## src/rtl/peridot_cfg_pkg.sv

```systemverilog
// Shared state types, command-byte field layout and response encoding for the
// PERIDOT configuration layer.
package peridot_cfg_pkg;

  localparam logic [7:0]  ESC_DEFAULT  = 8'h3A;

  localparam int unsigned CMD_W_BIT    = 7;
  localparam int unsigned CMD_ADDR_MSB = 6;
  localparam int unsigned CMD_ADDR_LSB = 4;
  localparam int unsigned CMD_NIB_MSB  = 3;
  localparam int unsigned CMD_NIB_LSB  = 0;
  localparam int unsigned ADDR_W       = CMD_ADDR_MSB - CMD_ADDR_LSB + 1;
  localparam int unsigned NIB_W        = CMD_NIB_MSB - CMD_NIB_LSB + 1;

  typedef enum logic {
    U_PASS,
    U_CMD
  } u_state_t;

  typedef enum logic [1:0] {
    D_IDLE,
    D_LIT,
    D_RESP
  } d_state_t;

  // Response byte sent back to the host after a command: {W, addr, nibble}.
  function automatic logic [7:0] resp_byte(input logic              w,
                                           input logic [ADDR_W-1:0] addr,
                                           input logic [NIB_W-1:0]  nib);
    return {w, addr, nib};
  endfunction

endpackage

```

## src/rtl/peridot_cfg_respfifo.sv

```systemverilog
// Show-ahead synchronous FIFO queuing command responses for the downstream merger.
// A push while full is accepted when a pop happens in the same cycle.
module peridot_cfg_respfifo #(
  parameter int unsigned DEPTH = 4,
  parameter int unsigned WIDTH = 8
) (
  input  logic             clk,
  input  logic             reset,
  input  logic             push,
  input  logic [WIDTH-1:0] wdata,
  input  logic             pop,
  output logic [WIDTH-1:0] rdata,
  output logic             full,
  output logic             empty
);

  localparam int unsigned AW = $clog2(DEPTH);
  localparam int unsigned CW = AW + 1;

  logic [WIDTH-1:0] mem [DEPTH];
  logic [AW-1:0]    wr_ptr;
  logic [AW-1:0]    rd_ptr;
  logic [CW-1:0]    count;
  logic             do_push;
  logic             do_pop;

  assign full    = (count == CW'(DEPTH));
  assign empty   = (count == '0);
  assign do_pop  = pop && !empty;
  assign do_push = push && (!full || do_pop);
  assign rdata   = mem[rd_ptr];

  // Pointers wrap modulo DEPTH since DEPTH is a power of two.
  always_ff @(posedge clk) begin
    if (reset) begin
      wr_ptr <= '0;
      rd_ptr <= '0;
      count  <= '0;
    end else begin
      if (do_push) wr_ptr <= wr_ptr + AW'(1);
      if (do_pop)  rd_ptr <= rd_ptr + AW'(1);
      case ({do_push, do_pop})
        2'b10:   count <= count + CW'(1);
        2'b01:   count <= count - CW'(1);
        default: count <= count;
      endcase
    end
  end

  always_ff @(posedge clk) begin
    if (do_push) mem[wr_ptr] <= wdata;
  end

endmodule

```

## src/rtl/peridot_config_ng.sv

```systemverilog
// PERIDOT config-layer stream processor: strips escaped commands from rx, runs them
// on the nibble register bank and merges escaped responses into tx ahead of packet
// traffic. Optional escape timeout: define PERIDOT_CFG_TIMEOUT_EN.
module peridot_config_ng
  import peridot_cfg_pkg::*;
#(
  parameter logic [7:0]  ESC_CODE       = ESC_DEFAULT,
  parameter int unsigned NUM_REGS       = 4,
  parameter int unsigned RESP_DEPTH     = 4,
  parameter logic [31:0] CFG_INIT       = 32'h0,
  parameter int unsigned TIMEOUT_CYCLES = 1000000
) (
  input  logic                  clk,
  input  logic                  reset,
  output logic                  rx_ready,
  input  logic                  rx_valid,
  input  logic [7:0]            rx_data,
  input  logic                  b2p_ready,
  output logic                  b2p_valid,
  output logic [7:0]            b2p_data,
  output logic                  p2b_ready,
  input  logic                  p2b_valid,
  input  logic [7:0]            p2b_data,
  input  logic                  tx_ready,
  output logic                  tx_valid,
  output logic [7:0]            tx_data,
  output logic [NUM_REGS*4-1:0] cfg_out,
  input  logic [NUM_REGS*4-1:0] cfg_in,
  output logic [NUM_REGS-1:0]   cfg_wstrobe,
  output logic                  esc_error
);

  localparam int unsigned CFG_W = NUM_REGS * NIB_W;
  localparam int unsigned AC_W  = ADDR_W + 1;

  u_state_t          u_state, u_state_n;
  d_state_t          d_state, d_state_n;
  logic              slot_free, rx_hs, b2p_load;
  logic              cmd_w, addr_ok, cfg_we, err_c;
  logic [ADDR_W-1:0] cmd_addr;
  logic [NIB_W-1:0]  cmd_nib, rd_nib;
  logic              q_push, q_pop, q_full, q_empty;
  logic [7:0]        q_wdata, q_rdata;
  logic              tx_load, hold_load;
  logic [7:0]        tx_load_data, resp_hold;

  assign cmd_w    = rx_data[CMD_W_BIT];
  assign cmd_addr = rx_data[CMD_ADDR_MSB:CMD_ADDR_LSB];
  assign cmd_nib  = rx_data[CMD_NIB_MSB:CMD_NIB_LSB];
  assign addr_ok  = AC_W'(cmd_addr) < AC_W'(NUM_REGS);

  assign slot_free = !b2p_valid || b2p_ready;
  assign rx_ready  = slot_free && ((u_state == U_PASS) || !q_full);
  assign rx_hs     = rx_valid && rx_ready;

  always_comb begin
    rd_nib = '0;
    for (int unsigned i = 0; i < NUM_REGS; i++) begin
      if (cmd_addr == ADDR_W'(i)) rd_nib = cfg_in[i*NIB_W +: NIB_W];
    end
  end

  assign q_wdata = resp_byte(cmd_w, cmd_addr, cmd_w ? cmd_nib : rd_nib);

`ifdef PERIDOT_CFG_TIMEOUT_EN
  localparam int unsigned TO_W = (TIMEOUT_CYCLES > 1) ? $clog2(TIMEOUT_CYCLES) : 1;

  logic [TO_W-1:0] to_cnt;
  logic            to_expired;

  assign to_expired = (u_state == U_CMD) && (to_cnt == TO_W'(TIMEOUT_CYCLES - 1));

  // Idle time spent waiting for the command byte after an ESC.
  always_ff @(posedge clk) begin
    if (reset || (u_state != U_CMD) || rx_hs || to_expired) to_cnt <= '0;
    else                                                     to_cnt <= to_cnt + TO_W'(1);
  end
`endif

  always_ff @(posedge clk) begin
    if (reset) u_state <= U_PASS;
    else       u_state <= u_state_n;
  end

  always_comb begin
    u_state_n = u_state;
    b2p_load  = 1'b0;
    q_push    = 1'b0;
    cfg_we    = 1'b0;
    err_c     = 1'b0;
    case (u_state)
      U_PASS: begin
        if (rx_hs) begin
          if (rx_data == ESC_CODE) u_state_n = U_CMD;
          else                     b2p_load  = 1'b1;
        end
      end
      U_CMD: begin
        if (rx_hs) begin
          u_state_n = U_PASS;
          if (rx_data == ESC_CODE) b2p_load = 1'b1;
          else if (!addr_ok)       err_c    = 1'b1;
          else begin
            q_push = 1'b1;
            cfg_we = cmd_w;
          end
        end
`ifdef PERIDOT_CFG_TIMEOUT_EN
        else if (to_expired) begin
          u_state_n = U_PASS;
          err_c     = 1'b1;
        end
`endif
      end
      default: u_state_n = U_PASS;
    endcase
  end

  always_ff @(posedge clk) begin
    if (reset) begin
      b2p_valid   <= 1'b0;
      b2p_data    <= '0;
      cfg_out     <= CFG_INIT[CFG_W-1:0];
      cfg_wstrobe <= '0;
      esc_error   <= 1'b0;
    end else begin
      if (b2p_load) begin
        b2p_valid <= 1'b1;
        b2p_data  <= rx_data;
      end else if (b2p_ready) begin
        b2p_valid <= 1'b0;
      end
      esc_error   <= err_c;
      cfg_wstrobe <= '0;
      for (int unsigned i = 0; i < NUM_REGS; i++) begin
        if (cfg_we && (cmd_addr == ADDR_W'(i))) begin
          cfg_out[i*NIB_W +: NIB_W] <= cmd_nib;
          cfg_wstrobe[i]            <= 1'b1;
        end
      end
    end
  end

  peridot_cfg_respfifo #(
    .DEPTH (RESP_DEPTH),
    .WIDTH (8)
  ) u_respfifo (
    .clk   (clk),
    .reset (reset),
    .push  (q_push),
    .wdata (q_wdata),
    .pop   (q_pop),
    .rdata (q_rdata),
    .full  (q_full),
    .empty (q_empty)
  );

  always_ff @(posedge clk) begin
    if (reset) d_state <= D_IDLE;
    else       d_state <= d_state_n;
  end

  // Responses win over packet bytes; each escaped pair is emitted back to back.
  always_comb begin
    d_state_n    = d_state;
    tx_load      = 1'b0;
    tx_load_data = ESC_CODE;
    q_pop        = 1'b0;
    hold_load    = 1'b0;
    p2b_ready    = 1'b0;
    if (!tx_valid || tx_ready) begin
      case (d_state)
        D_IDLE: begin
          if (!q_empty) begin
            q_pop     = 1'b1;
            hold_load = 1'b1;
            tx_load   = 1'b1;
            d_state_n = D_RESP;
          end else if (p2b_valid) begin
            p2b_ready    = 1'b1;
            tx_load      = 1'b1;
            tx_load_data = p2b_data;
            if (p2b_data == ESC_CODE) d_state_n = D_LIT;
          end else begin
            p2b_ready = 1'b1;
          end
        end
        D_LIT: begin
          tx_load   = 1'b1;
          d_state_n = D_IDLE;
        end
        D_RESP: begin
          tx_load      = 1'b1;
          tx_load_data = resp_hold;
          d_state_n    = D_IDLE;
        end
        default: d_state_n = D_IDLE;
      endcase
    end
  end

  always_ff @(posedge clk) begin
    if (reset) begin
      tx_valid  <= 1'b0;
      tx_data   <= '0;
      resp_hold <= '0;
    end else begin
      if (tx_load) begin
        tx_valid <= 1'b1;
        tx_data  <= tx_load_data;
      end else if (tx_ready) begin
        tx_valid <= 1'b0;
      end
      if (hold_load) resp_hold <= q_rdata;
    end
  end

endmodule

```

## config.mk

```make
export PLATFORM = sky130hd
export DESIGN_NAME = peridot_config_ng
export DESIGN_NICKNAME = d
export VERILOG_FILES = /design/src/rtl/peridot_cfg_pkg.sv /design/src/rtl/peridot_cfg_respfifo.sv /design/src/rtl/peridot_config_ng.sv
export SDC_FILE = /design/constraint.sdc
export NUM_CORES = 1
export LEC_CHECK = 0
export ABC_AREA = 1
export CAP_MARGIN = 20
export CORE_ASPECT_RATIO = 1.2
export CORE_MARGIN = 1.5
export CORE_UTILIZATION = 35
export CTS_CLUSTER_DIAMETER = 40
export DETAILED_ROUTE_END_ITERATION = 10
export PLACE_DENSITY = 0.61
export SLEW_MARGIN = 25
export SYNTH_ARGS = -nofsm -noshare
export SYNTH_HDL_FRONTEND = slang
export SYNTH_SLANG_ARGS = --single-unit
```

## constraint.sdc

```tcl
create_clock -name clk -period 3.7 [get_ports clk]
set_input_delay 0.925 -clock clk [delete_from_list [all_inputs] [get_ports clk]]
set_output_delay 0.925 -clock clk [all_outputs]
set_load 0.005 [all_outputs]
```

==> results of run 1 <==
-- per-stage QoR --
| stage | setup slack, ns | cell area [sq um] |
|---|---|---|
| floorplan | 1.129 | 3860 |
| global placement | 0.3245 | 4825 |
| detailed placement | 0.2614 | 4825 |
| CTS | 0.4792 | 5144 |
| global route | 0.3605 | 5144 |
| finish | 0.4736 | 5144 |
-- power by group through the flow --
stage / clock network [mW] / logic, mW / registers, mW
4_1_cts: 0.956 / 0.686 / 1.16
3_5_place_dp: 0 / 0.682 / 1.18
5_1_grt: 0.994 / 0.770 / 1.18
6_report: 0.928 / 0.685 / 1.16
3_3_place_gp: 0 / 0.674 / 1.18
2_1_floorplan: 0 / 0.428 / 1.17
-- per-layer routing --
metal,vias to the layer above,global-route usage (%),share of wire (%)
met3,10,3.800,4.8
met2,87,28.10,48
met5,-,0,0
li1,1686,-,-
met1,1496,22.21,45
met4,0,7.411,1.7
-- cell families (layout without fill, tap and decap cells) --
| family | count (synthesis) | after routing | synth area share [%] |
|---|---|---|---|
| simple gates | 199 | 199 | 22.79 |
| fa+ha+maj | 9 | 9 | 3.112 |
| compound gates | 97 | 97 | 13.39 |
| buf+inv | 62 | 155 | 6.256 |
| flops | 89 | 89 | 54.46 |
-- path summary, 6_finish.rpt --
path | startpoint | end | cells past startpoint
hold / removal | resp_hold[6] | resp_hold[6] | 2
hold reg to reg | resp_hold[6] | resp_hold[6] | 2
setup reg to reg | u_respfifo.count[0] | u_respfifo.count[2] | 12
setup / recovery | tx_ready | p2b_ready | 4
-- registers in the layout (all words and copies together) (netlist names), 2 cells and up --
name,flops
cfg_out,16
d_state,2
cfg_wstrobe,4
u_respfifo.wr_ptr,2
u_respfifo.mem,32
b2p_data,8
resp_hold,8
tx_data,8
u_respfifo.rd_ptr,2
u_respfifo.count,3
-- synth_stat cells --
master	n	area, sq um
nor2_1	105	394.1
o21ai_0	60	300.3
dfxtp_1	57	1141
nand2_1	52	195.2
inv_1	43	161.4
edfxtp_1	32	960.9
a21oi_1	17	85.08
o22ai_1	16	100.1
nand3_1	14	70.07
ha_1	8	100.1
nand4_1	7	43.79
clkbuf_1	5	18.77
inv_2	5	18.77
nand2_2	4	25.02
nand2_4	4	45.04
nor2_4	4	45.04
buf_2	3	15.01
clkinv_1	3	11.26
nor3_1	3	15.01
nand3_2	2	20.02
nor2_2	2	12.51
o211ai_1	2	15.01
buf_1	1	3.750
buf_4	1	7.510
clkinv_2	1	5.000
fa_1	1	20.02
nand3b_1	1	7.510
nor4_1	1	6.260
o21ai_1	1	5.000
o21bai_2	1	11.26
-- area by class of cell --
class	count	area, sq um	share of cell area [%]
Sequential cell	89	2102	40.87
Multi-Input combinational cell	305	1516	29.48
Timing Repair Buffer	87	848.3	16.49
Clock buffer	14	306.5	5.960
Inverter	52	196.4	3.819
Tap cell	129	161.4	3.138
Clock inverter	2	12.51	0.2432
-- critical path, delay by kind of cell --
family / cells / cell delay [ns]
buffers and inverters: 2 / 0.87
and+or+nand+nor: 2 / 0.51
-- placed cells by master, fill, tap and decap left out, types with 2 or more instances in the layout --
cell and instances:
edfxtp_1 32, nor2_4 4, nand3_2 2, clkdlybuf4s50_1 78, clkbuf_8 2, dfxtp_1 57, nor2_2 2, o211ai_1 2
nor2_1 105, nand2_1 52, nand4_1 7, clkinv_1 3, nand3_1 14, o22ai_1 16, clkbuf_16 11, nand2_4 4
a21oi_1 17, buf_4 9, o21ai_0 60, nand2_2 4, ha_1 8, nor3_1 3, inv_1 43, inv_2 5
inv_4 2
==> results.tsv, run 1 <==
metric	value	unit
clock-sinks	89	
io_pins	79	
ir_worst_vdd	0.0002521	V
fin_skew	0.005999	ns
leakagePower	2.040	nW
fin_crit	3.226	ns
antenna_found_initial	0	
start_kind	input port	
drtIter0Drc	215	
vias	3279	
rrSetupSlack	1.33	ns
switching_share	29.31	%
relSlewSlack	59.44	%
ys_seq_elements	89	
power.switching	813.7	uW
diodes	0	
first_pass_iters	9	
cts_max_level	3	
hold_path.class	flop to flop	
overflow	0	
setup_violations	0	
die_h	118.0	um
grt_pass1_vias	3158	
grt_pass1_wl	15710	um
clock_latency	0.33	ns
crit_type	input port to output port	
port_buffers	78	
power.total	2.776	mW
root_buffer	clkbuf_16	
rsz0062_at_grt	no	
cts_tree	done	
coreArea	0.01062	sq mm
dpl.cell_count	662	
fin_util	48.44	%
status	finished, violations left	
cp_slowest_cell	clkdlybuf4s50_1	
crit_fanout	4	
crit_required	2.77	ns
drtAntennaViolNets	0	
synthCells	456	
ys_warn_count	0	
maxCapViolCount	0	
worst_pin_slew	0.6020	ns
min_period_over_period	87.20	%
wire_per_inst	14.32	um
synth_nets	503	
p_int	1.962	mW
start_util	36.35	%
postCtsHoldBufs	0	
p_clk_share	33.4	%
whs	0.4630	ns
ys_seq_area_share	54.46	%
drc	6	
die_w	98.87	um
numCtsBuffers	9	
ys_types	30	
path_cells	clkdlybuf4s50_1 > nor2_1 > nor3_1 > clkdlybuf4s50_1	
fmax	0.3099	GHz
dieArea	0.01167	sq mm
syn_to_final_growth	33.26	%
dp_hpwl	7154	um
slowest_delay	0.47	ns
nets	591	
p_per_area	539.7	mW/mm^2
timing.critical_path.mode_cell	clkdlybuf4s50_1	
combinationalPowerShare	24.7	%
hold_viol	0	
post_cts_buffers	0	
avgViaCountPerCell	4.836	
layout.cells.non_filler	678	
violations	DRC	
crit_path_end_kind	output port	
grt_max_degree	29	
syn_area	0.003860	sq mm
grt_usage	17.36	%
synth_area_per_cell	8.465	sq um
drive_gt1_share	8.561	%
power_frac_seq	41.9	%
drv_slew	0	
final.setup.tns	0	ns
cts.clk_slew.worst_paths	0.06	ns
drt-total-wl	9706	um
nFillCells	993	
rows	41	
gp_congestion	0.8526	
clock_path_buffers	2	
arrival	2.30	ns
cts_resized	0	
Note: power is estimated with default switching activity, not from simulation.
==> inputs of run 2 (changes only) <==
--- a/config.mk
+++ b/config.mk
@@ -12,7 +12,8 @@
 export CORE_UTILIZATION = 35
 export CTS_CLUSTER_DIAMETER = 40
 export DETAILED_ROUTE_END_ITERATION = 10
-export PLACE_DENSITY = 0.61
+export DONT_BUFFER_PORTS = 1
+export PLACE_DENSITY = 0.52
 export SLEW_MARGIN = 25
 export SYNTH_ARGS = -nofsm -noshare
 export SYNTH_HDL_FRONTEND = slang
==> results.tsv, run 2 (synthesis gave the netlist of run 1 again) <==
metric	value	unit	change
hold_start	resp_hold[5]		
top_register	u_respfifo.mem		
dieArea	0.01167	sq mm	unchanged
top_regs	u_respfifo.mem x32, cfg_out x16		
crit_path_end_kind	flop		
cts_max_level	3		unchanged
crit_fanout	7		+3
whs	0.4749	ns	+0.01194 ns
grt_pass1_wl	14360	um	-8.6%
drc	3		-3
cts.clk_slew.worst_paths	0.07	ns	about the same
clock_latency	0.34	ns	about the same
drt-total-wl	9029	um	-7.0%
maxCapViolCount	0		unchanged
path_cells	inv_1 > nor2_1 > nand2_1 > nor2_1 > nor2_2 > nand2_1 > ha_1 > inv_1 > fa_1 > a21oi_1 > o21ai_0 > o21ai_0 > a21oi_1		
rsz0062_at_grt	no		
hold_depth	2		unchanged
cts_resized	0		unchanged
power.total	2.593	mW	-6.6%
grt_usage	16.18	%	-1.2 points
worst_slack	1.276	ns	+0.8019 ns
rrSetupSlack	1.33	ns	about the same
coreArea	0.01062	sq mm	unchanged
r2r-start	u_respfifo.count[0]		
wire_per_inst	15.23	um	+6.4%
post_cts_buffers	0		unchanged
layout_common_cells	nor2_1, o21ai_0, dfxtp_1		
leakagePower	1.707	nW	-16%
drv_slew	0		unchanged
cp_slowest_cell	fa_1		
grt_pass1_vias	2793		-12%
crit_type	input port to flop		
fin_skew	0.008335	ns	+0.002336 ns
clock-sinks	89		unchanged
relSlewSlack	48.66	%	-11 points
setup_violations	0		unchanged
worst_hold_path.endpoint	resp_hold[5]		
fmax	0.4125	GHz	+33%
rows	41		unchanged
antenna_found_initial	0		unchanged
diodes	0		unchanged
violations	DRC		
slowest_delay	0.38	ns	-0.09 ns
reg2reg_to	u_respfifo.count[2]		
critPathBufInv	2		unchanged
drive_gt1_share	8.836	%	+0.28 points
crit_required	3.93	ns	+1.16 ns
port_buffers	0		-100%
first_pass_iters	7		-2
die_w	98.87	um	unchanged
numCtsBuffers	9		unchanged
status	finished, violations left		
hold_viol	0		unchanged
worst_pin_slew	0.7673	ns	+0.1653 ns
place_ws	0.9149	ns	+0.6535 ns
fin_crit	2.424	ns	-0.8019 ns
nets	506		-14%
final_common_cell	nor2_1		
avgViaCountPerCell	5.007		+3.5%
drtAntennaViolNets	0		unchanged
start_kind	input port		
die_h	118.0	um	unchanged
postCtsHoldBufs	0		unchanged
ir_worst_vdd	0.0002499	V	-0.84%
hold_path.class	flop to flop		
critPathTopFamily	simple AND/OR/NAND/NOR gates		
root_buffer	clkbuf_16		
drtIter0Drc	169		-21%
fin_util	40.43	%	-8.0 points
grt_max_degree	29		unchanged
p_per_area	603.9	mW/mm^2	+12%
vias	2969		-9.5%
r2r_cells	12		unchanged
min_period_over_period	65.53	%	-22 points
gp_congestion	0.8279		-2.9%
arrival	2.66	ns	+0.36 ns
io_pins	79		unchanged
clock_path_buffers	2		unchanged
final.setup.tns	0	ns	unchanged
syn_to_final_growth	11.22	%	
start_util	36.35	%	unchanged
overflow	0		unchanged
cts_tree	done		
largest_register_ffs	32		unchanged
dp_hpwl	6832	um	-4.5%
[run 2: cell types whose count changed in the layout (fill, tap and decap cells not counted), sizes merged]
cell           before  now
buf                 9    2
clkbuf             14   12
clkdlybuf4s50      78    0
clkinv              4    8
inv                50   48
[run 2: worst max-delay path by stage]
| stage | start | to | slack (ns) | depth (start not counted) |
|---|---|---|---|---|
| 2_1_floorplan | rx_data[3] | u_respfifo.count[2] | 1.13 | 13 |
| 5_1_grt | rx_data[3] | u_respfifo.count[2] | 1.05 | 13 |
| 6_report | rx_data[1] | u_respfifo.count[2] | 1.28 | 13 |
| 3_3_place_gp | rx_data[1] | u_respfifo.count[2] | 0.99 | 13 |
| 4_1_cts | rx_data[1] | u_respfifo.count[2] | 1.28 | 13 |
| 3_5_place_dp | rx_data[1] | u_respfifo.count[2] | 0.91 | 13 |
[run 2: tightest hold or removal path: cells and delay by family, from the launching register on]
kind,cells,cell delay (ns)
flops,1,0.29
buf+inv,1,0.07
compound gates,1,0.06
[run 2: per-stage QoR]
| stage | area, sq um | std cells |
|---|---|---|
| final | 4293 | 593 |
| after global placement | 3991 | 577 |
| after CTS | 4293 | 593 |
| after detailed placement | 3991 | 577 |
| after global routing | 4293 | 593 |
| after floorplan | 3860 | 456 |
[run 2: layout make-up]
type                       instances  area [sq um]
fill                            1059          6326
clock inverter                     4         23.77
tap                              129         161.4
multi-input combinational        305          1516
sequential                        89          2102
inverter                          52         196.4
clock buffer                      12         277.8
timing repair buffer               2         15.01
[run 2: layer usage]
| metal | routed length (um) | share of wire, % | global-route usage, % |
|---|---|---|---|
| met4 | 168 | 1.9 | 7.500 |
| met3 | 515 | 5.7 | 4.157 |
| met5 | 0 | 0 | 0 |
| met2 | 4513 | 50 | 27.03 |
| met1 | 3831 | 42 | 19.34 |
[run 2: power by group]
part / internal, mW / leakage [nW] / switching, mW / total (mW)
logic: 0.163 / 0.799 / 0.358 / 0.521
registers: 1.10 / 0.755 / 0.0686 / 1.17
clock network: 0.530 / 0.153 / 0.368 / 0.899
==> inputs of run 3 (changes only) <==
--- a/config.mk
+++ b/config.mk
@@ -13,7 +13,7 @@
 export CTS_CLUSTER_DIAMETER = 40
 export DETAILED_ROUTE_END_ITERATION = 10
 export DONT_BUFFER_PORTS = 1
-export PLACE_DENSITY = 0.52
+export PLACE_DENSITY = 0.54
 export SLEW_MARGIN = 25
 export SYNTH_ARGS = -nofsm -noshare
 export SYNTH_HDL_FRONTEND = slang
==> constraint.sdc (replaced) <==
create_clock -name clk -period 2.2 [get_ports clk]
set_input_delay 0.55 -clock clk [delete_from_list [all_inputs] [get_ports clk]]
set_output_delay 0.55 -clock clk [all_outputs]
set_load 0.005 [all_outputs]
==> results.tsv, run 3 (synthesis gave the netlist of run 1 again) <==
metric	value	unit	change
status	finished, violations left		
violations	DRC		
root_buffer	clkbuf_16		
grt_pass1_wl	14580	um	+1.5%
hold_path.class	input port to flop		
first_pass_iters	8		+1
maxCapViolCount	0		unchanged
fin_skew	0.007546	ns	-0.0007895 ns
cts.clk_slew.worst_paths	0.07	ns	about the same
crit_path_end_kind	flop		
die_h	118.0	um	unchanged
coreArea	0.01062	sq mm	unchanged
nets	524		+3.6%
fin_crit	2.100	ns	
p_per_area	1050	mW/mm^2	+74%
clock_path_buffers	2		unchanged
setup_violations	0		unchanged
drive_gt1_share	12.66	%	+3.8 points
postCtsHoldBufs	0		unchanged
place_ws	-0.08718	ns	-1.002 ns
relSlewSlack	56.58	%	+7.9 points
drv_slew	0		unchanged
arrival	2.32	ns	-0.34 ns
multi_input_area	0.001521	sq mm	+0.33%
port_buffers	0		unchanged
seq_area	0.002105	sq mm	+0.12%
fmax	0.4763	GHz	
leakagePower	1.813	nW	+6.2%
final_common_cell	nor2_1		
io_pins	79		unchanged
vias	3042		+2.5%
path_cells	inv_1 > nand2_1 > nand2_2 > nor2_4 > ha_1 > inv_1 > fa_1 > a21oi_1 > o21ai_0 > o21ai_0 > a21oi_1		
dieArea	0.01167	sq mm	unchanged
worst_slack	0.1003	ns	-1.175 ns
syn_to_final_growth	15.98	%	
grt_max_degree	26		-10%
diodes	0		unchanged
cp_slowest_cell	fa_1		
crit_type	flop to flop		
start_util	36.35	%	unchanged
cts_tree	done		
antenna_found_initial	0		unchanged
min_period_over_period	95.44	%	
avgViaCountPerCell	4.979		-0.56%
crit_fanout	5		-2
drc	4		+1
top_regs	u_respfifo.mem x32, cfg_out x16		
start_kind	flop		
dp_hpwl	6726	um	-1.5%
overflow	0		unchanged
worst_pin_slew	0.6445	ns	-0.1227 ns
rows	41		unchanged
clock_latency	0.34	ns	about the same
layout_common_cells	nor2_1, o21ai_0, dfxtp_1		
drtIter0Drc	188		+11%
slowest_delay	0.37	ns	about the same
grt_pass1_vias	2863		+2.5%
grt_usage	16.15	%	-0.022 points
fin_util	42.16	%	+1.7 points
ir_worst_vdd	0.0004283	V	+71%
drt-total-wl	9184	um	+1.7%
hold_viol	0		unchanged
drtAntennaViolNets	0		unchanged
gp_congestion	0.8233		-0.56%
numCtsBuffers	9		unchanged
clock-sinks	89		unchanged
cts_max_level	3		unchanged
nFillCells	1058		-0.094%
largest_register_ffs	32		unchanged
crit_required	2.42	ns	-1.51 ns
top_register	u_respfifo.mem		
wire_per_inst	15.03	um	-1.3%
rsz0062_at_grt	no		
die_w	98.87	um	unchanged
run 3: cell count changes in the layout (fill, tap and decap cells not counted), moves of 2 or more:
cell       before  now
clkbuf_8        2    0
dfxtp_1        57   55
buf_4           2   20
bufinv_16       0    3
dfxtp_2         0    2
run 3: final timing paths:
path | cells after the start | to | slack [ns] | from
worst max-delay path | 11 | u_respfifo.count[2] | 0.10 | u_respfifo.count[2]
worst min-delay path | 1 | cfg_wstrobe[3] | 0.28 | reset
worst max register to register | 11 | u_respfifo.count[2] | 0.10 | u_respfifo.count[2]
worst min register to register | 2 | resp_hold[4] | 0.46 | resp_hold[4]
run 3: timing repair:
| item | in CTS | in global routing |
|---|---|---|
| gates resized for setup | 0 | 3 |
| setup endpoints to repair | 0 | 1 |
| setup buffers | 0 | 2 |
run 3: metal layers:
layer / GRT usage [%] / up-vias / wire [um]
met4: 5.179 / 0 / 61
met5: 0 / - / 0
li1: - / 1555 / -
met2: 26.55 / 80 / 4494
met3: 5.048 / 4 / 568
met1: 20.09 / 1403 / 4059
run 3: through the flow:
step	cell area [sq um]	cells	hold slack, ns	TNS [ns]	power (mW)
CTS	4454	609	0.2645	0	4.706
global route	4477	611	0.2542	0	4.979
global placement	4111	593	0.4459	-0.02897	2.932
floorplan	3860	456	0.4298	0	2.681
finish	4477	611	0.2774	0	4.702
detailed placement	4111	593	0.4448	-0.08718	2.954
run 3: layout make-up:
class	instances	share of cell area, %
flip-flops and latches	89	47.01
multi-input cells	305	33.99
clock buffers	9	5.031
inverters	52	4.388
well taps	129	3.605
repair buffers	20	3.354
clock inverters	7	2.627
run 3: worst max-delay path: cells and delay by family (launching register included):
kind                     cells  cell delay [ns]
AO/OA/AOI/OAI                4             0.47
AND/OR/NAND/NOR              3             0.46
flip-flops                   1             0.36
adder cells (fa/ha/maj)      2             0.55
buffers and inverters        2             0.15
run 3: report_power, final:
part	internal, mW	switching, mW	leakage (nW)
Combinational	0.353	0.644	0.888
Sequential	1.86	0.101	0.756
Clock	1.11	0.633	0.170
Total	3.32	1.38	1.81
